$ cat src/rtl/des_pkg.sv
// Shared DES tables, permutation helpers and FSM state type for the iterative decrypt core.
// Bit 1 of every DES table maps to the MSB of the corresponding vector.
package des_pkg;

    typedef enum logic [1:0] {IDLE, RUN, DONE} state_e;

    localparam int IP_T [64] = '{
        58, 50, 42, 34, 26, 18, 10, 2, 60, 52, 44, 36, 28, 20, 12, 4,
        62, 54, 46, 38, 30, 22, 14, 6, 64, 56, 48, 40, 32, 24, 16, 8,
        57, 49, 41, 33, 25, 17,  9, 1, 59, 51, 43, 35, 27, 19, 11, 3,
        61, 53, 45, 37, 29, 21, 13, 5, 63, 55, 47, 39, 31, 23, 15, 7};

    localparam int FP_T [64] = '{
        40, 8, 48, 16, 56, 24, 64, 32, 39, 7, 47, 15, 55, 23, 63, 31,
        38, 6, 46, 14, 54, 22, 62, 30, 37, 5, 45, 13, 53, 21, 61, 29,
        36, 4, 44, 12, 52, 20, 60, 28, 35, 3, 43, 11, 51, 19, 59, 27,
        34, 2, 42, 10, 50, 18, 58, 26, 33, 1, 41,  9, 49, 17, 57, 25};

    localparam int E_T [48] = '{
        32,  1,  2,  3,  4,  5,  4,  5,  6,  7,  8,  9,
         8,  9, 10, 11, 12, 13, 12, 13, 14, 15, 16, 17,
        16, 17, 18, 19, 20, 21, 20, 21, 22, 23, 24, 25,
        24, 25, 26, 27, 28, 29, 28, 29, 30, 31, 32,  1};

    localparam int P_T [32] = '{
        16,  7, 20, 21, 29, 12, 28, 17,  1, 15, 23, 26,  5, 18, 31, 10,
         2,  8, 24, 14, 32, 27,  3,  9, 19, 13, 30,  6, 22, 11,  4, 25};

    localparam int PC1_T [56] = '{
        57, 49, 41, 33, 25, 17,  9,  1, 58, 50, 42, 34, 26, 18,
        10,  2, 59, 51, 43, 35, 27, 19, 11,  3, 60, 52, 44, 36,
        63, 55, 47, 39, 31, 23, 15,  7, 62, 54, 46, 38, 30, 22,
        14,  6, 61, 53, 45, 37, 29, 21, 13,  5, 28, 20, 12,  4};

    localparam int PC2_T [48] = '{
        14, 17, 11, 24,  1,  5,  3, 28, 15,  6, 21, 10,
        23, 19, 12,  4, 26,  8, 16,  7, 27, 20, 13,  2,
        41, 52, 31, 37, 47, 55, 30, 40, 51, 45, 33, 48,
        44, 49, 39, 56, 34, 53, 46, 42, 50, 36, 29, 32};

    // Right-rotation applied to C/D before each decrypt round; round 1 uses C0/D0 as-is.
    localparam int DEC_SHIFT [16] = '{0, 1, 2, 2, 2, 2, 2, 2, 1, 2, 2, 2, 2, 2, 2, 1};

    localparam logic [3:0] SBOX [8][64] = '{
        '{14, 4, 13, 1, 2, 15, 11, 8, 3, 10, 6, 12, 5, 9, 0, 7,
          0, 15, 7, 4, 14, 2, 13, 1, 10, 6, 12, 11, 9, 5, 3, 8,
          4, 1, 14, 8, 13, 6, 2, 11, 15, 12, 9, 7, 3, 10, 5, 0,
          15, 12, 8, 2, 4, 9, 1, 7, 5, 11, 3, 14, 10, 0, 6, 13},
        '{15, 1, 8, 14, 6, 11, 3, 4, 9, 7, 2, 13, 12, 0, 5, 10,
          3, 13, 4, 7, 15, 2, 8, 14, 12, 0, 1, 10, 6, 9, 11, 5,
          0, 14, 7, 11, 10, 4, 13, 1, 5, 8, 12, 6, 9, 3, 2, 15,
          13, 8, 10, 1, 3, 15, 4, 2, 11, 6, 7, 12, 0, 5, 14, 9},
        '{10, 0, 9, 14, 6, 3, 15, 5, 1, 13, 12, 7, 11, 4, 2, 8,
          13, 7, 0, 9, 3, 4, 6, 10, 2, 8, 5, 14, 12, 11, 15, 1,
          13, 6, 4, 9, 8, 15, 3, 0, 11, 1, 2, 12, 5, 10, 14, 7,
          1, 10, 13, 0, 6, 9, 8, 7, 4, 15, 14, 3, 11, 5, 2, 12},
        '{7, 13, 14, 3, 0, 6, 9, 10, 1, 2, 8, 5, 11, 12, 4, 15,
          13, 8, 11, 5, 6, 15, 0, 3, 4, 7, 2, 12, 1, 10, 14, 9,
          10, 6, 9, 0, 12, 11, 7, 13, 15, 1, 3, 14, 5, 2, 8, 4,
          3, 15, 0, 6, 10, 1, 13, 8, 9, 4, 5, 11, 12, 7, 2, 14},
        '{2, 12, 4, 1, 7, 10, 11, 6, 8, 5, 3, 15, 13, 0, 14, 9,
          14, 11, 2, 12, 4, 7, 13, 1, 5, 0, 15, 10, 3, 9, 8, 6,
          4, 2, 1, 11, 10, 13, 7, 8, 15, 9, 12, 5, 6, 3, 0, 14,
          11, 8, 12, 7, 1, 14, 2, 13, 6, 15, 0, 9, 10, 4, 5, 3},
        '{12, 1, 10, 15, 9, 2, 6, 8, 0, 13, 3, 4, 14, 7, 5, 11,
          10, 15, 4, 2, 7, 12, 9, 5, 6, 1, 13, 14, 0, 11, 3, 8,
          9, 14, 15, 5, 2, 8, 12, 3, 7, 0, 4, 10, 1, 13, 11, 6,
          4, 3, 2, 12, 9, 5, 15, 10, 11, 14, 1, 7, 6, 0, 8, 13},
        '{4, 11, 2, 14, 15, 0, 8, 13, 3, 12, 9, 7, 5, 10, 6, 1,
          13, 0, 11, 7, 4, 9, 1, 10, 14, 3, 5, 12, 2, 15, 8, 6,
          1, 4, 11, 13, 12, 3, 7, 14, 10, 15, 6, 8, 0, 5, 9, 2,
          6, 11, 13, 8, 1, 4, 10, 7, 9, 5, 0, 15, 14, 2, 3, 12},
        '{13, 2, 8, 4, 6, 15, 11, 1, 10, 9, 3, 14, 5, 0, 12, 7,
          1, 15, 13, 8, 10, 3, 7, 4, 12, 5, 6, 11, 0, 14, 9, 2,
          7, 11, 4, 1, 9, 12, 14, 2, 0, 6, 10, 13, 15, 3, 5, 8,
          2, 1, 14, 7, 4, 10, 8, 13, 15, 12, 9, 0, 3, 5, 6, 11}};

    function automatic logic [63:0] ip_perm(input logic [63:0] x);
        logic [63:0] y;
        for (int i = 0; i < 64; i++) y[63-i] = x[6'(64 - IP_T[i])];
        return y;
    endfunction

    function automatic logic [63:0] fp_perm(input logic [63:0] x);
        logic [63:0] y;
        for (int i = 0; i < 64; i++) y[63-i] = x[6'(64 - FP_T[i])];
        return y;
    endfunction

    function automatic logic [47:0] e_expand(input logic [31:0] x);
        logic [47:0] y;
        for (int i = 0; i < 48; i++) y[47-i] = x[5'(32 - E_T[i])];
        return y;
    endfunction

    function automatic logic [31:0] p_perm(input logic [31:0] x);
        logic [31:0] y;
        for (int i = 0; i < 32; i++) y[31-i] = x[5'(32 - P_T[i])];
        return y;
    endfunction

    function automatic logic [55:0] pc1_perm(input logic [63:0] x);
        logic [55:0] y;
        for (int i = 0; i < 56; i++) y[55-i] = x[6'(64 - PC1_T[i])];
        return y;
    endfunction

    function automatic logic [47:0] pc2_perm(input logic [55:0] x);
        logic [47:0] y;
        for (int i = 0; i < 48; i++) y[47-i] = x[6'(56 - PC2_T[i])];
        return y;
    endfunction

    function automatic logic [27:0] rotr28(input logic [27:0] x, input int n);
        logic [27:0] y;
        case (n)
            1:       y = {x[0], x[27:1]};
            2:       y = {x[1:0], x[27:2]};
            default: y = x;
        endcase
        return y;
    endfunction

endpackage

$ cat src/rtl/des_round.sv
// Single combinational Feistel round: L' = R, R' = L ^ P(S(E(R) ^ K)).
module des_round
    import des_pkg::*;
(
    input  logic [31:0] l_i,
    input  logic [31:0] r_i,
    input  logic [47:0] subkey_i,
    output logic [31:0] l_o,
    output logic [31:0] r_o
);

    logic [47:0] mixed;
    logic [31:0] sOut;

    assign mixed = e_expand(r_i) ^ subkey_i;

    // S1 consumes the top six bits of the mixed word, S8 the bottom six.
    for (genvar g = 0; g < 8; g++) begin : gSbox
        des_sbox #(.IDX(g)) uSbox (
            .in_i  (mixed[47 - 6*g -: 6]),
            .out_o (sOut[31 - 4*g -: 4])
        );
    end

    assign l_o = r_i;
    assign r_o = l_i ^ p_perm(sOut);

endmodule

$ cat src/rtl/des_sbox.sv
// One DES S-box: 6-bit input (outer bits select row, inner bits column) to 4-bit output.
module des_sbox
    import des_pkg::*;
#(
    parameter int IDX = 0
) (
    input  logic [5:0] in_i,
    output logic [3:0] out_o
);

    assign out_o = SBOX[IDX][{in_i[5], in_i[0], in_i[4:1]}];

endmodule

$ cat src/rtl/des_decrypt_iter.sv
// Iterative DES decrypt engine: ROUNDS_PER_CLK Feistel rounds per clock, subkeys K16..K1
// derived on the fly by right-rotating C/D, valid/ready handshakes on both sides.
module des_decrypt_iter
    import des_pkg::*;
#(
    parameter int ROUNDS_PER_CLK = 1
) (
    input  logic        clk,
    input  logic        rst,
    input  logic        in_valid,
    output logic        in_ready,
    input  logic [63:0] data_in,
    input  logic [63:0] key,
    output logic        out_valid,
    input  logic        out_ready,
    output logic [63:0] data_out
);

    if (ROUNDS_PER_CLK != 1 && ROUNDS_PER_CLK != 2) begin : gBadParam
        $error("des_decrypt_iter: ROUNDS_PER_CLK must be 1 or 2");
    end

    state_e      state_q, state_d;
    logic [4:0]  cnt_q, cnt_d;
    logic [31:0] l_q, l_d, r_q, r_d;
    logic [27:0] c_q, c_d, d_q, d_d;
    logic [63:0] dataOut_q, dataOut_d;
    logic        outValid_q, outValid_d;

    logic [31:0] chainL [ROUNDS_PER_CLK+1];
    logic [31:0] chainR [ROUNDS_PER_CLK+1];
    logic [27:0] chainC [ROUNDS_PER_CLK+1];
    logic [27:0] chainD [ROUNDS_PER_CLK+1];

    assign chainL[0] = l_q;
    assign chainR[0] = r_q;
    assign chainC[0] = c_q;
    assign chainD[0] = d_q;

    // Each stage rotates C/D for its own round index before forming the subkey.
    for (genvar g = 0; g < ROUNDS_PER_CLK; g++) begin : gRound
        logic [3:0]  roundIdx;
        logic [47:0] subkey;

        assign roundIdx      = cnt_q[3:0] + 4'(g);
        assign chainC[g+1]   = rotr28(chainC[g], DEC_SHIFT[roundIdx]);
        assign chainD[g+1]   = rotr28(chainD[g], DEC_SHIFT[roundIdx]);
        assign subkey        = pc2_perm({chainC[g+1], chainD[g+1]});

        des_round uRound (
            .l_i      (chainL[g]),
            .r_i      (chainR[g]),
            .subkey_i (subkey),
            .l_o      (chainL[g+1]),
            .r_o      (chainR[g+1])
        );
    end

    always_comb begin
        state_d    = state_q;
        cnt_d      = cnt_q;
        l_d        = l_q;
        r_d        = r_q;
        c_d        = c_q;
        d_d        = d_q;
        dataOut_d  = dataOut_q;
        outValid_d = outValid_q;
        case (state_q)
            IDLE: begin
                if (in_valid) begin
                    {l_d, r_d} = ip_perm(data_in);
                    {c_d, d_d} = pc1_perm(key);
                    cnt_d      = '0;
                    state_d    = RUN;
                end
            end
            RUN: begin
                // Once all 16 rounds are in, spend one more clock on the final permutation.
                if (cnt_q == 5'd16) begin
                    dataOut_d  = fp_perm({r_q, l_q});
                    outValid_d = 1'b1;
                    state_d    = DONE;
                end else begin
                    l_d   = chainL[ROUNDS_PER_CLK];
                    r_d   = chainR[ROUNDS_PER_CLK];
                    c_d   = chainC[ROUNDS_PER_CLK];
                    d_d   = chainD[ROUNDS_PER_CLK];
                    cnt_d = cnt_q + 5'(ROUNDS_PER_CLK);
                end
            end
            DONE: begin
                if (out_ready) begin
                    outValid_d = 1'b0;
                    state_d    = IDLE;
                end
            end
            default: state_d = IDLE;
        endcase
    end

    always_ff @(posedge clk or posedge rst) begin
        if (rst) begin
            state_q    <= IDLE;
            cnt_q      <= '0;
            l_q        <= '0;
            r_q        <= '0;
            c_q        <= '0;
            d_q        <= '0;
            dataOut_q  <= '0;
            outValid_q <= 1'b0;
        end else begin
            state_q    <= state_d;
            cnt_q      <= cnt_d;
            l_q        <= l_d;
            r_q        <= r_d;
            c_q        <= c_d;
            d_q        <= d_d;
            dataOut_q  <= dataOut_d;
            outValid_q <= outValid_d;
        end
    end

    assign in_ready  = (state_q == IDLE);
    assign out_valid = outValid_q;
    assign data_out  = dataOut_q;

endmodule

$ cat config.mk
export PLATFORM = sky130hd
export DESIGN_NAME = des_decrypt_iter
export DESIGN_NICKNAME = d
export VERILOG_FILES = /design/src/rtl/des_pkg.sv /design/src/rtl/des_round.sv /design/src/rtl/des_sbox.sv /design/src/rtl/des_decrypt_iter.sv
export SDC_FILE = /design/constraint.sdc
export NUM_CORES = 1
export LEC_CHECK = 0
export ABC_AREA = 1
export CAP_MARGIN = 30
export CORE_ASPECT_RATIO = 0.75
export CORE_MARGIN = 5
export CORE_UTILIZATION = 50
export CTS_CLUSTER_DIAMETER = 200
export CTS_CLUSTER_SIZE = 10
export DETAILED_ROUTE_END_ITERATION = 10
export PLACE_DENSITY = 0.81
export SYNTH_ARGS = -nofsm -noshare
export SYNTH_HDL_FRONTEND = slang
export SYNTH_SLANG_ARGS = --single-unit
$ cat constraint.sdc
create_clock -name clk -period 6.34 [get_ports clk]
set_input_delay 1.902 -clock clk [delete_from_list [all_inputs] [get_ports clk]]
set_output_delay 1.902 -clock clk [all_outputs]
set_load 0.1 [all_outputs]
Yosys cells after proc, flatten, opt, wreduce, memory -nomap -nowiden

Memories as Yosys holds them, arrays and structs flattened.
Cells that the tools add are included.

ROM bits: 1536
Bits in writable memories: 0
Register bits: 132
Latch bits: 0
Memories: 5
Output and inout port bits: 66

Muxes and demuxes: 30
Bitwise logic cells: 7
Shift-type cells: 0
$add $sub $neg: 1
Reductions and logical operators: 8
Div/mod/pow operators: 0
Magnitude comparators: 5
Equal/unequal tests: 10
Multiply operators: 0

Memories:

| memory           | words | bits a word | rd ports | clocked after memory_dff | write ports | line                   | RTL |
|---|---|---|---|---|---|---|---|
| (name not given) | 16    | 32          | 1        | 0                        | 0           | des_decrypt_iter.sv:47 | `assign chainD[g+1] = rotr28(chainD[g], DEC_SHIFT[roundIdx]);` |
| (name not given) | 64    | 4           | 1        | 0                        | 0           | des_sbox.sv:11         | `assign out_o = SBOX[IDX][{in_i[5], in_i[0], in_i[4:1]}];` |
| (name not given) | 64    | 4           | 1        | 0                        | 0           | des_sbox.sv:11         |  |
| (name not given) | 64    | 4           | 1        | 0                        | 0           | des_sbox.sv:11         |  |
| (name not given) | 64    | 4           | 1        | 0                        | 0           | des_sbox.sv:11         |  |

Operator list:

| cell                                                  | number |
|---|---|
| 2-to-1 mux 32 bit                                     | 6 |
| case mux 32 bit (2 select lines)                      | 2 |
| case mux 28 bit (2 select lines)                      | 2 |
| 2-to-1 mux 28 bit                                     | 2 |
| equality test 32 x 1 -> 1 bit, second input constant  | 1 |
| equality test 32 x 2 -> 1 bit, second input constant  | 1 |
| 2-to-1 mux 4 bit                                      | 8 |
| XOR 32 bit                                            | 1 |
| >= comparator 7 bit, second input constant            | 4 |
| NOT 6 -> 7 bit                                        | 4 |
| XOR 24 bit                                            | 1 |
| 2-to-1 mux 5 bit                                      | 2 |
| case mux 5 bit (2 select lines)                       | 1 |
| AND reduction 3 bit                                   | 3 |
| inequality test 2 bit, second input constant          | 4 |
| 2-to-1 mux 2 bit                                      | 3 |
| case mux 2 bit (3 select lines)                       | 1 |
| adder 5 x 1 -> 5 bit, second input constant           | 1 |
| equality test 5 bit, second input constant            | 1 |
| >= comparator 5 bit, second input constant            | 1 |
| NOT 4 -> 5 bit                                        | 1 |
| AND reduction 4 bit                                   | 1 |
| nonzero test 2 bit                                    | 2 |
| inequality test 3 x 1 -> 1 bit, second input constant | 1 |
| 6 further kinds                                       | 7 |

Logic depth before layout (Yosys ltp)

Word-level depth: 14
Depth in mapped cells: 30
Depth with buffers taken out: 28

By module

From an unflattened synthesis, not the netlist that was laid out.

Cells, all modules: 1829
Area total of the unflattened synthesis: 11705.0 um^2

Modules (own cells, without submodules):

| module                                      | times used | sequential area each (um^2) | area an instance (um^2) | cells each |
|---|---|---|---|---|
| des_decrypt_iter                            | 1          | 4003.8                      | 8255.4                  | 1137 |
| des_round                                   | 1          | 0.0                         | 1054.8                  | 233 |
| des_sbox at gRound[0].uRound.gSbox[5].uSbox | 1          | 0.0                         | 625.6                   | 119 |
| des_sbox at gRound[0].uRound.gSbox[4].uSbox | 1          | 0.0                         | 609.3                   | 117 |
| des_sbox at gRound[0].uRound.gSbox[7].uSbox | 1          | 0.0                         | 599.3                   | 113 |
| des_sbox at gRound[0].uRound.gSbox[6].uSbox | 1          | 0.0                         | 560.5                   | 110 |

Least setup slack after synthesis

Ideal clock, no wire load.

Path kind: register -> output
From: register state_q[1]
To: output port in_ready
Cell stages (with the launch flop): 2
Path buffers: 0
Path slack: 2.706 ns
Required time: 4.438 ns
Data arrival time: 1.732 ns
Path through: dfrtp_1 nor2_1

Cells in the longest elaborated chain, start to end: 1

RTL lines:

| what                   | line                    | RTL |
|---|---|---|
| start, declared        | des_decrypt_iter.sv:23  | `state_e state_q, state_d;` |
| start signal, assigned | des_decrypt_iter.sv:112 | `state_q <= state_d;` |
| logical NOT 2 bit      | des_decrypt_iter.sv:123 | `assign in_ready = (state_q == IDLE);` |
| end, declared          | des_decrypt_iter.sv:11  | `output logic in_ready,` |

Every way passes these cells.

Final worst setup path

From: register cnt_q[0]
To: register r_q[20]

Cells in the longest elaborated chain, start to end: 14
Elaborated cells on any way between the ends: 18
Those cells by class: eq/ne (4); mux (7); bitwise (4); reduce/logical (1); memory (2)

RTL lines:

| what                                                                           | line                    | RTL |
|---|---|---|
| start, declared                                                                | des_decrypt_iter.sv:24  | `logic [4:0] cnt_q, cnt_d;` |
| start signal, assigned                                                         | des_decrypt_iter.sv:113 | `cnt_q <= cnt_d;` |
| NOT 4 -> 5 bit (not written as such)                                           | des_decrypt_iter.sv:47  |  |
| memory read (16 x 32 bit)                                                      | -                       |  |
| 2-to-1 mux 32 bit (not written as such) (2 in a row)                           | des_decrypt_iter.sv:47  |  |
| equality test 32 x 2 -> 1 bit or equality test 32 x 1 -> 1 bit (tied branches) | -                       |  |
| case mux 28 bit (2 select lines)                                               | des_pkg.sv:116          | `case (n)` |
| XOR 24 bit                                                                     | des_round.sv:15         | `assign mixed = e_expand(r_i) ^ subkey_i;` |
| NOT 6 -> 7 bit (not written as such)                                           | des_sbox.sv:11          |  |
| memory read (64 x 4 bit)                                                       | -                       |  |
| 2-to-1 mux 4 bit (not written as such) (2 in a row)                            | des_sbox.sv:11          |  |
| XOR 32 bit                                                                     | des_round.sv:26         | `assign r_o = l_i ^ p_perm(sOut);` |
| 2-to-1 mux 32 bit                                                              | des_decrypt_iter.sv:79  | `if (cnt_q == 5'd16) begin` |
| case mux 32 bit (2 select lines)                                               | des_decrypt_iter.sv:68  | `case (state_q)` |
| end signal, assigned                                                           | des_decrypt_iter.sv:115 | `r_q <= r_d;` |
| end, declared                                                                  | des_decrypt_iter.sv:25  | `logic [31:0] l_q, l_d, r_q, r_d;` |

Several ways; a longest one is shown, not always the timed one. The select of a mux whose other input is x is not followed.
A chain may end at the register's enable or synchronous reset.

==> summary.md <==
| Metric | Value |
|---|---|
| Ranking of synthesized cells by area | dfrtp_1 (36%), nand2_1 (18%), nand3_1 (8.9%) |
| Critical path startpoint category | flop |
| Max-cap violations | 0 |
| Least-Margin Pin Slew | 0.9852 ns |
| Worst-path clk slew | 0.06 ns |
| Die footprint | 18240 µm² |
| HPWL Detailed | 14.32 mm |
| Primary FF master, synth | dfrtp_1 |
| Residual DRC count | 0 |
| # H-tree levels | 4 |
| Post-synth top area share | 36.22% |
| Die W | 154.3 µm |
| Routed vias | 7460 |
| Largest net degree at the start of global routing | 72 |
| Critical path class | flop to flop |
| Final setup fails | 0 |
| Number of iterations in the first detailed-routing pass | 6 |
| Cell taking the most area after synthesis | dfrtp_1 |
| CTS resizes | 0 |
| CP Data Required Time | 6.66 ns |
| Final period util | 70.30% |
| Number of global-route vias before repair | 6866 |
| GR Util met3 | 5.444% |
| Fraction of layout instances using a drive strength above 1 | 8.096% |
| Crit-path max FO | 38 |
| Top Usage Layer GRT | met2 |
| CTS tree | done |
| GRT overflow | 0 |
| ANT nets after route | 0 |
| Site Rows | 39 |
| Nets | 1311 |
| First-pass GRT wire length | 34.56 mm |
| CP arrival | 4.78 ns |
| Final slew viol count | 0 |
| Async set-reset flop share out of synthesis | 100.0% |
| Worst-Skew Late Latency | 0.42 ns |
| WL per Instance | 15.17 µm |
| R2r setup slk | 1.88 ns |
| Yosys cell types | 36 |
| Clk buf depth | 2 |
| Seq/Total Area, Yosys | 36.22% |
| Status | complete, no violations |
| Min-Delay Path Class | flop to flop |
| Fmax | 224.4 MHz |
| Cell with the most instances after synthesis | nand2_1 |
| Post-CTS Setup Repair Bufs | 0 |
| Num Clock Sinks | 113 |
| Post-synthesis cell count | 1090 |
| DRT iter0 DRCs | 998 |
| Tmin final | 4.457 ns |
| Mapped Area | 7806 µm² |
| Clock root cell | clkbuf_16 |
| Core Area | 15270 µm² |
| CTS Buf Count | 17 |
| Hold Vio Cnt, Final | 0 |
| Clock skew | 0.008709 ns |
| Mapped Avg Cell Area | 7.162 µm² |
| Initial core utilization | 51.11% |
| Initial antenna violation count | 0 |
| Hold Buf Count CTS | 0 |
| Area Overhead vs Synth | 16.73% |
| GRT Total Usage | 22.82% |
| # port buffers | 81 |
| Syn. warnings | 0 |
| Met2 GRT Util | 33.86% |
| Routability cong. | 0.9627 |
| Total wire length | 20.73 mm |
| Antenna cells | 0 |
| Yosys reg bits | 113 |
| Met1 usage | 33.37% |
| Number of flops mapped to enable cells by yosys | 0 |
| I/O pins | 198 |
| Die Y-Extent | 118.2 µm |
| Relative slew margins | 34.12% |
| RSZ-0062 raised after global routing | false |
| Via/cell ratio | 5.461 |
| Post-synth top cells | nand2_1 (381), nand3_1 (139), dfrtp_1 (113) |
| Setup TNS | 0 ns |
| CP endpoint kind | flop |
## routing by layer
layer / routed length (µm) / share of wire [%] / up-vias
met5: 0 / 0 / -
li1: - / - / 3610
met1: 9346 / 45 / 3457
met3: 1971 / 9.5 / 42
met2: 9033 / 44 / 351
met4: 375 / 1.8 / 0
## flip-flops by register name, indices dropped and copies added (netlist names)
name	count
l_q	26
cnt_q	5
out_valid	1
d_q	28
data_out	26
r_q	25
state_q	2
## path summary, 6_finish.rpt
kind | endpoint | startpoint | cells after the start
min reg2reg | data_out[5] | l_q[23] | 2
min | data_out[5] | l_q[23] | 2
min in group asynchronous | data_out[21] | rst | 2
max in group asynchronous | r_q[12] | rst | 3
max | r_q[20] | cnt_q[0] | 26
max reg2reg | r_q[20] | cnt_q[0] | 26
## layout by cell type (no fill, tap or decap), types with 3 or more instances in the layout
master	n
a21oi_1	12
a22o_1	4
a31oi_1	14
buf_4	8
clkbuf_16	17
clkdlybuf4s50_1	81
clkinv_2	3
clkinv_4	4
clkinvlp_4	3
conb_1	32
dfrtp_1	113
ha_1	31
inv_1	91
inv_2	9
inv_6	3
nand2_1	381
nand2_2	7
nand3_1	139
nand3_2	7
nor2_1	46
nor3_1	3
o211ai_1	23
o21ai_0	57
o21ai_1	7
o21ai_2	10
o21ai_4	5
o22ai_1	25
xor2_2	9
## kinds of logic after synthesis
kind of cell	count (synthesis)	synth area share [%]
AOI/OAI and AO/OA	162	13.40
DFF	113	36.22
buffers and inverters	184	11.83
xor gates and xnor gates	10	1.988
other	1	0.04804
adders and majority gates	31	4.969
and+or+nand+nor	589	31.54
## critical path: stages, from the launching register on
cell	delay (ns)
dfrtp_1	0.43
ha_1	0.23
nand2_1	0.10
nor2_1	0.07
a31oi_1	0.15
inv_1	0.07
a21oi_1	0.19
ha_1	0.44
inv_4	0.51
nand3_1	0.18
nand2_1	0.11
nand2_1	0.05
nand2_1	0.29
inv_1	0.20
ha_1	0.24
inv_1	0.09
nand2_1	0.09
nand3_1	0.09
nand3_1	0.11
nand2_1	0.12
nand2_1	0.06
nand2_1	0.08
nand2_1	0.12
nand3_1	0.10
nand3_1	0.08
nand2_1	0.08
nand2_1	0.04
## per-stage QoR
step	utilization (%)	cell area, µm²	setup WS, ns	std cells	hold slack [ns]
6_report	59.66	9112	1.883	1366	0.4664
5_1_grt	59.66	9112	1.516	1366	0.4967
4_1_cts	59.66	9112	1.994	1366	0.4695
3_5_place_dp	55.84	8528	2.059	1334	0.4556
3_3_place_gp	55.84	8528	2.132	1334	0.4510
2_1_floorplan	-	7923	1.451	1121	0.4426
## final cells by class
class	instances	area (µm²)
fillers	1354	6161
multi-input cells	824	4182
flip-flops and latches	113	2828
repair buffers	89	870.8
clock buffers	17	425.4
inverters	103	391.6
well taps	205	256.5
clock inverters	15	158.9
Power is not shown: default switching activity piles up to over one toggle a cycle in this logic, so the estimate is an artifact.
